### config.mk
export PLATFORM = sky130hd
export DESIGN_NAME = wb_uart_responder_flat
export DESIGN_NICKNAME = d
export VERILOG_FILES = /design/src/rtl/wb_uart_pkg.sv /design/src/rtl/wishbone_if.sv /design/src/rtl/wb_uart_fifo.sv /design/src/rtl/wb_uart_responder.sv /design/src/flat_wrapper.sv
export SDC_FILE = /design/constraint.sdc
export NUM_CORES = 1
export LEC_CHECK = 0
export ABC_AREA = 1
export CAP_MARGIN = 25
export CELL_PAD_IN_SITES_DETAIL_PLACEMENT = 0
export CELL_PAD_IN_SITES_GLOBAL_PLACEMENT = 1
export CORE_MARGIN = 4
export CORE_UTILIZATION = 44
export CTS_CLUSTER_DIAMETER = 200
export DETAILED_ROUTE_END_ITERATION = 12
export DONT_BUFFER_PORTS = 1
export PLACE_DENSITY_LB_ADDON = 0.1
export SLEW_MARGIN = 15
export SYNTH_ARGS = -nofsm -noshare
export SYNTH_HDL_FRONTEND = slang
export SYNTH_SLANG_ARGS = --single-unit
export TNS_END_PERCENT = 1
### constraint.sdc
create_clock -name clk -period 1.9 [get_ports clk]
set_input_delay 0.38 -clock clk [delete_from_list [all_inputs] [get_ports clk]]
set_output_delay 0.38 -clock clk [all_outputs]
set_load 0.05 [all_outputs]
### src/rtl/wb_uart_pkg.sv
// Shared constants and state types for the Wishbone UART responder.
// Offsets are indices on address[4:2]; INT_EN decodes only with WB_UART_IRQ_EN.
package wb_uart_pkg;

  localparam logic [2:0] OFS_TXDATA = 3'd0;
  localparam logic [2:0] OFS_RXDATA = 3'd1;
  localparam logic [2:0] OFS_STATUS = 3'd2;
  localparam logic [2:0] OFS_BAUD   = 3'd3;
  localparam logic [2:0] OFS_INTEN  = 3'd4;

  localparam int ST_TX_FULL  = 0;
  localparam int ST_TX_EMPTY = 1;
  localparam int ST_RX_VALID = 2;
  localparam int ST_RX_OVR   = 3;
  localparam int ST_TX_BUSY  = 4;
  localparam int ST_TX_OVF   = 5;
  localparam int ST_RX_FERR  = 6;

  localparam int IE_RX_VALID = 0;
  localparam int IE_TX_EMPTY = 1;
  localparam int IE_ERR      = 2;

  typedef enum logic [1:0] {TX_IDLE, TX_START, TX_DATA, TX_STOP} tx_state_t;
  typedef enum logic [1:0] {RX_IDLE, RX_START, RX_DATA, RX_STOP} rx_state_t;

endpackage

### src/rtl/wishbone_if.sv
// Wishbone classic-cycle bundle; data_in is write data, data_out is read data.
interface wishbone_if;
  logic        cycle;
  logic        strobe;
  logic        write_enable;
  logic [31:0] address;
  logic [3:0]  select;
  logic [31:0] data_in;
  logic [31:0] data_out;
  logic        ack;

  modport slave  (input cycle, strobe, write_enable, address, select, data_in,
                  output data_out, ack);
  modport master (output cycle, strobe, write_enable, address, select, data_in,
                  input data_out, ack);
endinterface

### src/rtl/wb_uart_fifo.sv
// Synchronous byte FIFO with first-word fall-through read port.
// Pointers carry one extra wrap bit to tell full from empty.
module wb_uart_fifo #(
  parameter int DEPTH = 16,
  parameter int WIDTH = 8
) (
  input  logic             clk,
  input  logic             rst_n,
  input  logic             i_push,
  input  logic [WIDTH-1:0] i_din,
  input  logic             i_pop,
  output logic [WIDTH-1:0] o_dout,
  output logic             o_full,
  output logic             o_empty
);
  localparam int AW = $clog2(DEPTH);

  logic [AW:0]      r_wp, r_rp;
  logic [WIDTH-1:0] r_mem [DEPTH];
  logic             w_push, w_pop;

  assign o_empty = (r_wp == r_rp);
  assign o_full  = (r_wp[AW] != r_rp[AW]) && (r_wp[AW-1:0] == r_rp[AW-1:0]);
  assign w_push  = i_push & ~o_full;
  assign w_pop   = i_pop & ~o_empty;
  assign o_dout  = r_mem[r_rp[AW-1:0]];

  always_ff @(posedge clk or negedge rst_n) begin
    if (!rst_n) begin
      r_wp <= '0;
      r_rp <= '0;
    end else begin
      if (w_push) r_wp <= r_wp + 1'b1;
      if (w_pop)  r_rp <= r_rp + 1'b1;
    end
  end

  always_ff @(posedge clk) begin
    if (w_push) r_mem[r_wp[AW-1:0]] <= i_din;
  end

endmodule

### src/rtl/wb_uart_responder.sv
// Wishbone-mapped 8N1 UART: TX FIFO, single-byte RX holding register, baud divider.
// Define WB_UART_IRQ_EN to add the INT_EN register and the irq output.
import wb_uart_pkg::*;

module wb_uart_responder #(
  parameter int          TX_DEPTH    = 16,
  parameter logic [15:0] DEFAULT_DIV = 16'd867
) (
  input  logic      clk,
  input  logic      rst_n,
  wishbone_if.slave wb,
  output logic      uart_tx,
  input  logic      uart_rx
`ifdef WB_UART_IRQ_EN
  ,
  output logic      irq
`endif
);

  // bus side
  logic        r_ack;
  logic [31:0] r_dout;
  logic [15:0] r_div;
  logic        w_req, w_wr, w_rd;
  logic [2:0]  w_ofs;
  logic [31:0] w_rdata;
  logic [6:0]  w_status;
  logic        w_push_req, w_rx_rd, w_w1c;
  logic        w_unused;

  // tx side
  logic        w_full, w_empty, w_pop, w_tx_busy;
  logic [7:0]  w_fifo_dout;
  tx_state_t   r_tx_state;
  logic [15:0] r_tx_cnt;
  logic [2:0]  r_tx_bit;
  logic [7:0]  r_tx_sh;
  logic        r_tx;
  logic        r_tx_ovf;

  // rx side
  logic        r_rx_s1, r_rx_s2, r_rx_prev;
  rx_state_t   r_rx_state;
  logic [15:0] r_rx_cnt;
  logic [2:0]  r_rx_bit;
  logic [7:0]  r_rx_sh;
  logic [7:0]  r_rx_byte;
  logic        r_rx_valid, r_rx_ovr, r_rx_ferr;
  logic        w_rx_done;

  assign w_req      = wb.cycle & wb.strobe & ~r_ack;
  assign w_ofs      = wb.address[4:2];
  assign w_wr       = w_req & wb.write_enable;
  assign w_rd       = w_req & ~wb.write_enable;
  assign w_push_req = w_wr && (w_ofs == OFS_TXDATA) && wb.select[0];
  assign w_rx_rd    = w_rd && (w_ofs == OFS_RXDATA);
  assign w_w1c      = w_wr && (w_ofs == OFS_STATUS);
  assign w_unused   = ^{wb.address[31:5], wb.address[1:0], wb.select[3:2], wb.data_in[31:16]};

  assign wb.ack      = r_ack;
  assign wb.data_out = r_dout;
  assign uart_tx     = r_tx;

  assign w_pop     = (r_tx_state == TX_IDLE) & ~w_empty;
  assign w_tx_busy = (r_tx_state != TX_IDLE) | ~w_empty;
  assign w_rx_done = (r_rx_state == RX_STOP) && (r_rx_cnt == 16'd0);

  always_comb begin
    w_status              = '0;
    w_status[ST_TX_FULL]  = w_full;
    w_status[ST_TX_EMPTY] = w_empty;
    w_status[ST_RX_VALID] = r_rx_valid;
    w_status[ST_RX_OVR]   = r_rx_ovr;
    w_status[ST_TX_BUSY]  = w_tx_busy;
    w_status[ST_TX_OVF]   = r_tx_ovf;
    w_status[ST_RX_FERR]  = r_rx_ferr;
  end

`ifdef WB_UART_IRQ_EN
  logic [2:0] r_inten;
  logic       r_irq;
  logic [2:0] w_irq_src;

  assign irq = r_irq;

  always_comb begin
    w_irq_src              = '0;
    w_irq_src[IE_RX_VALID] = r_rx_valid;
    w_irq_src[IE_TX_EMPTY] = w_empty;
    w_irq_src[IE_ERR]      = r_rx_ovr | r_tx_ovf | r_rx_ferr;
  end

  always_ff @(posedge clk or negedge rst_n) begin
    if (!rst_n) begin
      r_inten <= '0;
      r_irq   <= 1'b0;
    end else begin
      if (w_wr && (w_ofs == OFS_INTEN) && wb.select[0]) r_inten <= wb.data_in[2:0];
      r_irq <= |(r_inten & w_irq_src);
    end
  end
`endif

  always_comb begin
    w_rdata = '0;
    case (w_ofs)
      OFS_RXDATA: w_rdata = {23'b0, r_rx_valid, r_rx_byte};
      OFS_STATUS: w_rdata = {25'b0, w_status};
      OFS_BAUD:   w_rdata = {16'b0, r_div};
`ifdef WB_UART_IRQ_EN
      OFS_INTEN:  w_rdata = {29'b0, r_inten};
`endif
      default:    w_rdata = '0;
    endcase
  end

  // every side effect is keyed on w_req, i.e. the edge that raises ack
  always_ff @(posedge clk or negedge rst_n) begin
    if (!rst_n) begin
      r_ack  <= 1'b0;
      r_dout <= '0;
      r_div  <= DEFAULT_DIV;
    end else begin
      r_ack  <= w_req;
      r_dout <= w_rd ? w_rdata : 32'd0;
      if (w_wr && (w_ofs == OFS_BAUD)) begin
        if (wb.select[0]) r_div[7:0]  <= wb.data_in[7:0];
        if (wb.select[1]) r_div[15:8] <= wb.data_in[15:8];
      end
    end
  end

  wb_uart_fifo #(.DEPTH(TX_DEPTH), .WIDTH(8)) u_txq (
    .clk    (clk),
    .rst_n  (rst_n),
    .i_push (w_push_req),
    .i_din  (wb.data_in[7:0]),
    .i_pop  (w_pop),
    .o_dout (w_fifo_dout),
    .o_full (w_full),
    .o_empty(w_empty)
  );

  // TX: the divider is reloaded only at bit boundaries so a BAUD write never splits a bit
  always_ff @(posedge clk or negedge rst_n) begin
    if (!rst_n) begin
      r_tx_state <= TX_IDLE;
      r_tx_cnt   <= '0;
      r_tx_bit   <= '0;
      r_tx_sh    <= '0;
      r_tx       <= 1'b1;
    end else begin
      case (r_tx_state)
        TX_IDLE: if (w_pop) begin
          r_tx_sh    <= w_fifo_dout;
          r_tx       <= 1'b0;
          r_tx_cnt   <= r_div;
          r_tx_state <= TX_START;
        end
        TX_START: if (r_tx_cnt == 16'd0) begin
          r_tx       <= r_tx_sh[0];
          r_tx_sh    <= {1'b0, r_tx_sh[7:1]};
          r_tx_bit   <= '0;
          r_tx_cnt   <= r_div;
          r_tx_state <= TX_DATA;
        end else r_tx_cnt <= r_tx_cnt - 16'd1;
        TX_DATA: if (r_tx_cnt == 16'd0) begin
          r_tx_cnt <= r_div;
          if (r_tx_bit == 3'd7) begin
            r_tx       <= 1'b1;
            r_tx_state <= TX_STOP;
          end else begin
            r_tx     <= r_tx_sh[0];
            r_tx_sh  <= {1'b0, r_tx_sh[7:1]};
            r_tx_bit <= r_tx_bit + 3'd1;
          end
        end else r_tx_cnt <= r_tx_cnt - 16'd1;
        TX_STOP: if (r_tx_cnt == 16'd0) r_tx_state <= TX_IDLE;
                 else r_tx_cnt <= r_tx_cnt - 16'd1;
        default: r_tx_state <= TX_IDLE;
      endcase
    end
  end

  // RX: sync chain resets high so reset release never looks like a start bit
  always_ff @(posedge clk or negedge rst_n) begin
    if (!rst_n) begin
      r_rx_s1    <= 1'b1;
      r_rx_s2    <= 1'b1;
      r_rx_prev  <= 1'b1;
      r_rx_state <= RX_IDLE;
      r_rx_cnt   <= '0;
      r_rx_bit   <= '0;
      r_rx_sh    <= '0;
    end else begin
      r_rx_s1   <= uart_rx;
      r_rx_s2   <= r_rx_s1;
      r_rx_prev <= r_rx_s2;
      case (r_rx_state)
        RX_IDLE: if (r_rx_prev && !r_rx_s2) begin
          r_rx_cnt   <= {1'b0, r_div[15:1]};
          r_rx_state <= RX_START;
        end
        RX_START: if (r_rx_cnt == 16'd0) begin
          r_rx_cnt   <= r_div;
          r_rx_bit   <= '0;
          r_rx_state <= r_rx_s2 ? RX_IDLE : RX_DATA;
        end else r_rx_cnt <= r_rx_cnt - 16'd1;
        RX_DATA: if (r_rx_cnt == 16'd0) begin
          r_rx_sh  <= {r_rx_s2, r_rx_sh[7:1]};
          r_rx_cnt <= r_div;
          if (r_rx_bit == 3'd7) r_rx_state <= RX_STOP;
          else                  r_rx_bit   <= r_rx_bit + 3'd1;
        end else r_rx_cnt <= r_rx_cnt - 16'd1;
        RX_STOP: if (r_rx_cnt == 16'd0) r_rx_state <= RX_IDLE;
                 else r_rx_cnt <= r_rx_cnt - 16'd1;
        default: r_rx_state <= RX_IDLE;
      endcase
    end
  end

  // sticky flags: a new event in the same cycle as its W1C clear is kept
  always_ff @(posedge clk or negedge rst_n) begin
    if (!rst_n) begin
      r_rx_byte  <= '0;
      r_rx_valid <= 1'b0;
      r_rx_ovr   <= 1'b0;
      r_rx_ferr  <= 1'b0;
      r_tx_ovf   <= 1'b0;
    end else begin
      if (w_rx_done && r_rx_s2 && !r_rx_valid) begin
        r_rx_byte  <= r_rx_sh;
        r_rx_valid <= 1'b1;
      end else if (w_rx_rd) r_rx_valid <= 1'b0;

      if (w_rx_done && r_rx_s2 && r_rx_valid)   r_rx_ovr <= 1'b1;
      else if (w_w1c && wb.data_in[ST_RX_OVR])  r_rx_ovr <= 1'b0;

      if (w_rx_done && !r_rx_s2)                r_rx_ferr <= 1'b1;
      else if (w_w1c && wb.data_in[ST_RX_FERR]) r_rx_ferr <= 1'b0;

      if (w_push_req && w_full)                 r_tx_ovf <= 1'b1;
      else if (w_w1c && wb.data_in[ST_TX_OVF])  r_tx_ovf <= 1'b0;
    end
  end

endmodule
### src/flat_wrapper.sv
// flat-port wrapper written by rule: the top's interface ports become plain ports
module wb_uart_responder_flat 
#(
  parameter int          TX_DEPTH    = 16,
  parameter logic [15:0] DEFAULT_DIV = 16'd867
)
  (clk, rst_n, uart_tx, uart_rx, wb_cycle, wb_strobe, wb_write_enable, wb_address, wb_select, wb_data_in, wb_data_out, wb_ack);
  wishbone_if wb_i ();
  input  logic clk;
  input  logic rst_n;
  output logic uart_tx;
  input  logic uart_rx;
  input wire logic [$bits(wb_i.cycle)-1:0] wb_cycle;
  input wire logic [$bits(wb_i.strobe)-1:0] wb_strobe;
  input wire logic [$bits(wb_i.write_enable)-1:0] wb_write_enable;
  input wire logic [$bits(wb_i.address)-1:0] wb_address;
  input wire logic [$bits(wb_i.select)-1:0] wb_select;
  input wire logic [$bits(wb_i.data_in)-1:0] wb_data_in;
  output wire logic [$bits(wb_i.data_out)-1:0] wb_data_out;
  output wire logic [$bits(wb_i.ack)-1:0] wb_ack;
  assign wb_i.cycle = wb_cycle;
  assign wb_i.strobe = wb_strobe;
  assign wb_i.write_enable = wb_write_enable;
  assign wb_i.address = wb_address;
  assign wb_i.select = wb_select;
  assign wb_i.data_in = wb_data_in;
  assign wb_data_out = wb_i.data_out;
  assign wb_ack = wb_i.ack;
  wb_uart_responder #(.TX_DEPTH(TX_DEPTH), .DEFAULT_DIV(DEFAULT_DIV)) u_core (.clk(clk), .rst_n(rst_n), .wb(wb_i), .uart_tx(uart_tx), .uart_rx(uart_rx));
endmodule
==> reports/results.ini <==
[status]
status = complete, but fails checks
violations = hold timing

[yosys]
ys_ff_latch = 245
synth_area_per_cell_um2 = 8.53
synth_most_common_cell = nand2_1
synth.cell_area_um2 = 12600
yosys-top-cells-count = 480 x nand2_1, 173 x nor2_1, 138 x nand3_1
seq_area_frac_synth_pct = 54.1
yosysWarnings = 0
synth-edff-count = 128
synthCells = 1471
synthFlopType = edfxtp_1
synth_top_cell_area_share_pct = 30.6
async_reset_ff_share_pct = 47.8
synthTopCellsByArea = edfxtp_1 31%, dfrtp_1 21%, nand2_1 14%, nand3_1 5.5%, nor2_1 5.2%
synthDistinctLibCells = 45
yosysTopAreaCell = edfxtp_1

[floorplanning]
die-area_um2 = 31300
core_area_um2 = 27900
die-width_um = 177
die_h_um = 177
start_util_pct = 44.9
rows = 61
io_pins = 108

[timing]
relSlewSlack_pct = 36.9
min_period_over_period_pct = 94.8
setup_viol = 0
hold_slack_ns = -0.463
hold_violations = 117
fmax_mhz = 555
max_slew.worst_pin.slew_ns = 0.943
rsz0062_at_grt = true
skew_ns = 0.0140
period_minus_slack_ns = 1.80
drv_slew = 0
setup_ws_ns = 0.0983

[placed_design]
pre_cts_ws_ns = -0.168
hpwl_um = 21900
port_buffers = 0
gp_congestion = 0.820

[power_and_ir_drop]
p_leak_nw = 6.56
p_int_mw = 10.5
ir_drop_mv = 0.837
pwr-share-clk_pct = 35.4
p_per_area_nw_per_um2 = 1040
power_frac_seq_pct = 41.2
p_comb_share_pct = 23.4
p_switching_mw = 4.97
power_mw = 15.5
switching_share_pct = 32.1

[setup_path]
path_class = register to register
end_kind = register
critPathArrivalTime_ns = 2.03
critPathMaxFanout = 8
startpoint_type = register
crit_required_ns = 2.13

[finish]
drive_above_1_share_pct = 15.9
n_antenna_cell = 0
area_growth_pct = 18.6
nets = 1658

[clock_tree]
htree_levels = 1
cts.sinks = 245
clockBufferDepth = 3
worstSkewPairLatency_ns = 0.56
cts_buffers = 29
clk_pin_slew_ns = 0.07
postCtsHoldBufs = 19
cts_tree = yes
cts-root-buf = clkbuf_16

[global_routing]
grt.total_usage_pct = 21.3
grt_overflow = 0
grt_pass1_vias = 9574
grt_start_max_net_pins = 118
antenna_found_initial = 0
grt_pass1_wl_um = 52900

[route]
drcViolationCount = 0
drt_iter0_drc = 756
ant_nets = 0
wl_per_cell_um = 16.8
vias_per_cell = 5.02
dr_total_vias = 9874
first_pass_iters = 5
wl_um = 33000

[min_path]
hold_class = input port to async pin

[run]
max-cap-violations = 0

## metal layers
layer  routed length [µm]  share of wire (%)  GRT usage [%]
met1                15300                 46           31.5
met4                  568                1.7           4.26
met5                    0                  0              0
met2                15200                 46           33.6
met3                 1930                5.8           3.27
## state kept, by name, indices dropped and copies added, names as in the netlist, 2 cells and up, named ones only
name                cells
u_core.u_txq.r_rp       5
u_core.r_tx_cnt        16
u_core.u_txq.r_wp       5
u_core.r_rx_byte        8
u_core.r_rx_bit         3
u_core.r_tx_state       2
u_core.r_tx_bit         3
u_core.r_rx_sh          8
u_core.r_div           16
u_core.r_tx_sh          8
u_core.r_rx_cnt        16
u_core.u_txq.r_mem    128
u_core.wb.data_out     16
## power by group through the flow
stage | clock network, mW | registers [mW] | logic [mW]
detailed placement | 0 | 6.48 | 3.49
global route | 5.85 | 6.44 | 4.18
finish | 5.48 | 6.38 | 3.63
floorplan | 0 | 6.39 | 2.59
CTS | 5.63 | 6.38 | 3.60
global placement | 0 | 6.48 | 3.44
## cell families (layout without fill, tap and decap cells)
logic type / after synthesis / count (layout) / share of synthesized area [%]
AND/OR/NAND/NOR: 849 / 850 / 28.6
flip-flops: 245 / 245 / 54.1
buffers and inverters: 187 / 288 / 6.80
AO/OA/AOI/OAI: 149 / 149 / 7.07
adder cells (fa/ha/maj): 19 / 19 / 1.89
XOR/XNOR: 18 / 18 / 1.26
multiplexers: 3 / 3 / 0.269
other: 1 / 16 / 0.0299
## final timing paths
check                                     startpoint                        to  slack [ns]  depth (start not counted)
worst max-delay path            u_core.u_txq.r_wp[1]  u_core.u_txq.r_mem[0][4]         0.1                         12
min in group clk                     wb_write_enable     u_core.wb.data_out[6]        0.05                          3
max in group asynchronous                      rst_n          u_core.r_rx_prev        2.03                          0
worst max register to register  u_core.u_txq.r_wp[1]  u_core.u_txq.r_mem[0][4]         0.1                         12
worst min register to register        u_core.r_rx_s1            u_core.r_rx_s2        0.36                          0
worst min-delay path                           rst_n        u_core.r_tx_bit[0]       -0.46                          0
## cell usage in the layout, fill, tap and decap left out, drive strengths merged
cell type    count
nand2          490
nor2           192
nand3          141
edfxtp         128
inv            115
dfrtp          107
buf             94
o21ai           91
clkbuf          32
a21oi           31
dlygate4sd3     19
ha              19
clkinv          19
conb            16
xor2            12
nor3            11
dfstp           10
o211ai           9
or2              8
clkinvlp         6
xnor2            6
o22ai            6
nand4            6
o21bai           4
a22oi            4
mux2             3
bufinv           3
a31oi            2
o31ai            1
nor4             1
and3             1
o221ai           1
## per-stage QoR
stage	setup TNS (ns)	utilization, %	hold slack (ns)	instance area [µm²]	instances
after CTS	0	52.8	-0.496	14800	1964
after detailed placement	-9.32	48.5	0.0977	13600	1889
final	0	53.3	-0.463	14900	1966
after global placement	-3.22	48.5	0.0958	13600	1889
after floorplan	-1.37	-	0.0844	12700	1486
after global routing	-0.353	53.3	-0.488	14900	1966
## area by class of cell
cell class / count / area (µm²)
timing repair buffer: 113 / 1060
clock inverter: 22 / 211
inverter: 121 / 460
multi-input combinational: 1055 / 5160
clock buffer: 32 / 737
fill: 2678 / 13000
sequential: 245 / 6790
tap: 378 / 473
## worst max-delay path: stages (launching register included)
cell	delay [ns]
dfrtp_1	0.41
inv_2	0.07
nand2_1	0.04
nand2_1	0.08
nor2_2	0.05
nand2_1	0.09
nor2_2	0.06
inv_2	0.08
nand2_4	0.06
inv_4	0.07
buf_6	0.12
nand2_8	0.08
nor2_4	0.26
## timing repair
item / 4_1_cts / 5_1_grt
pin swaps: 5 / 7
endpoints found under the setup margin: 120 / 159
endpoints found under the hold margin: 263 / 117
gates cloned: 0 / 1
gates resized for setup: 6 / 29
buffers inserted: 2 / 1
(Power assumes the default switching activity.)
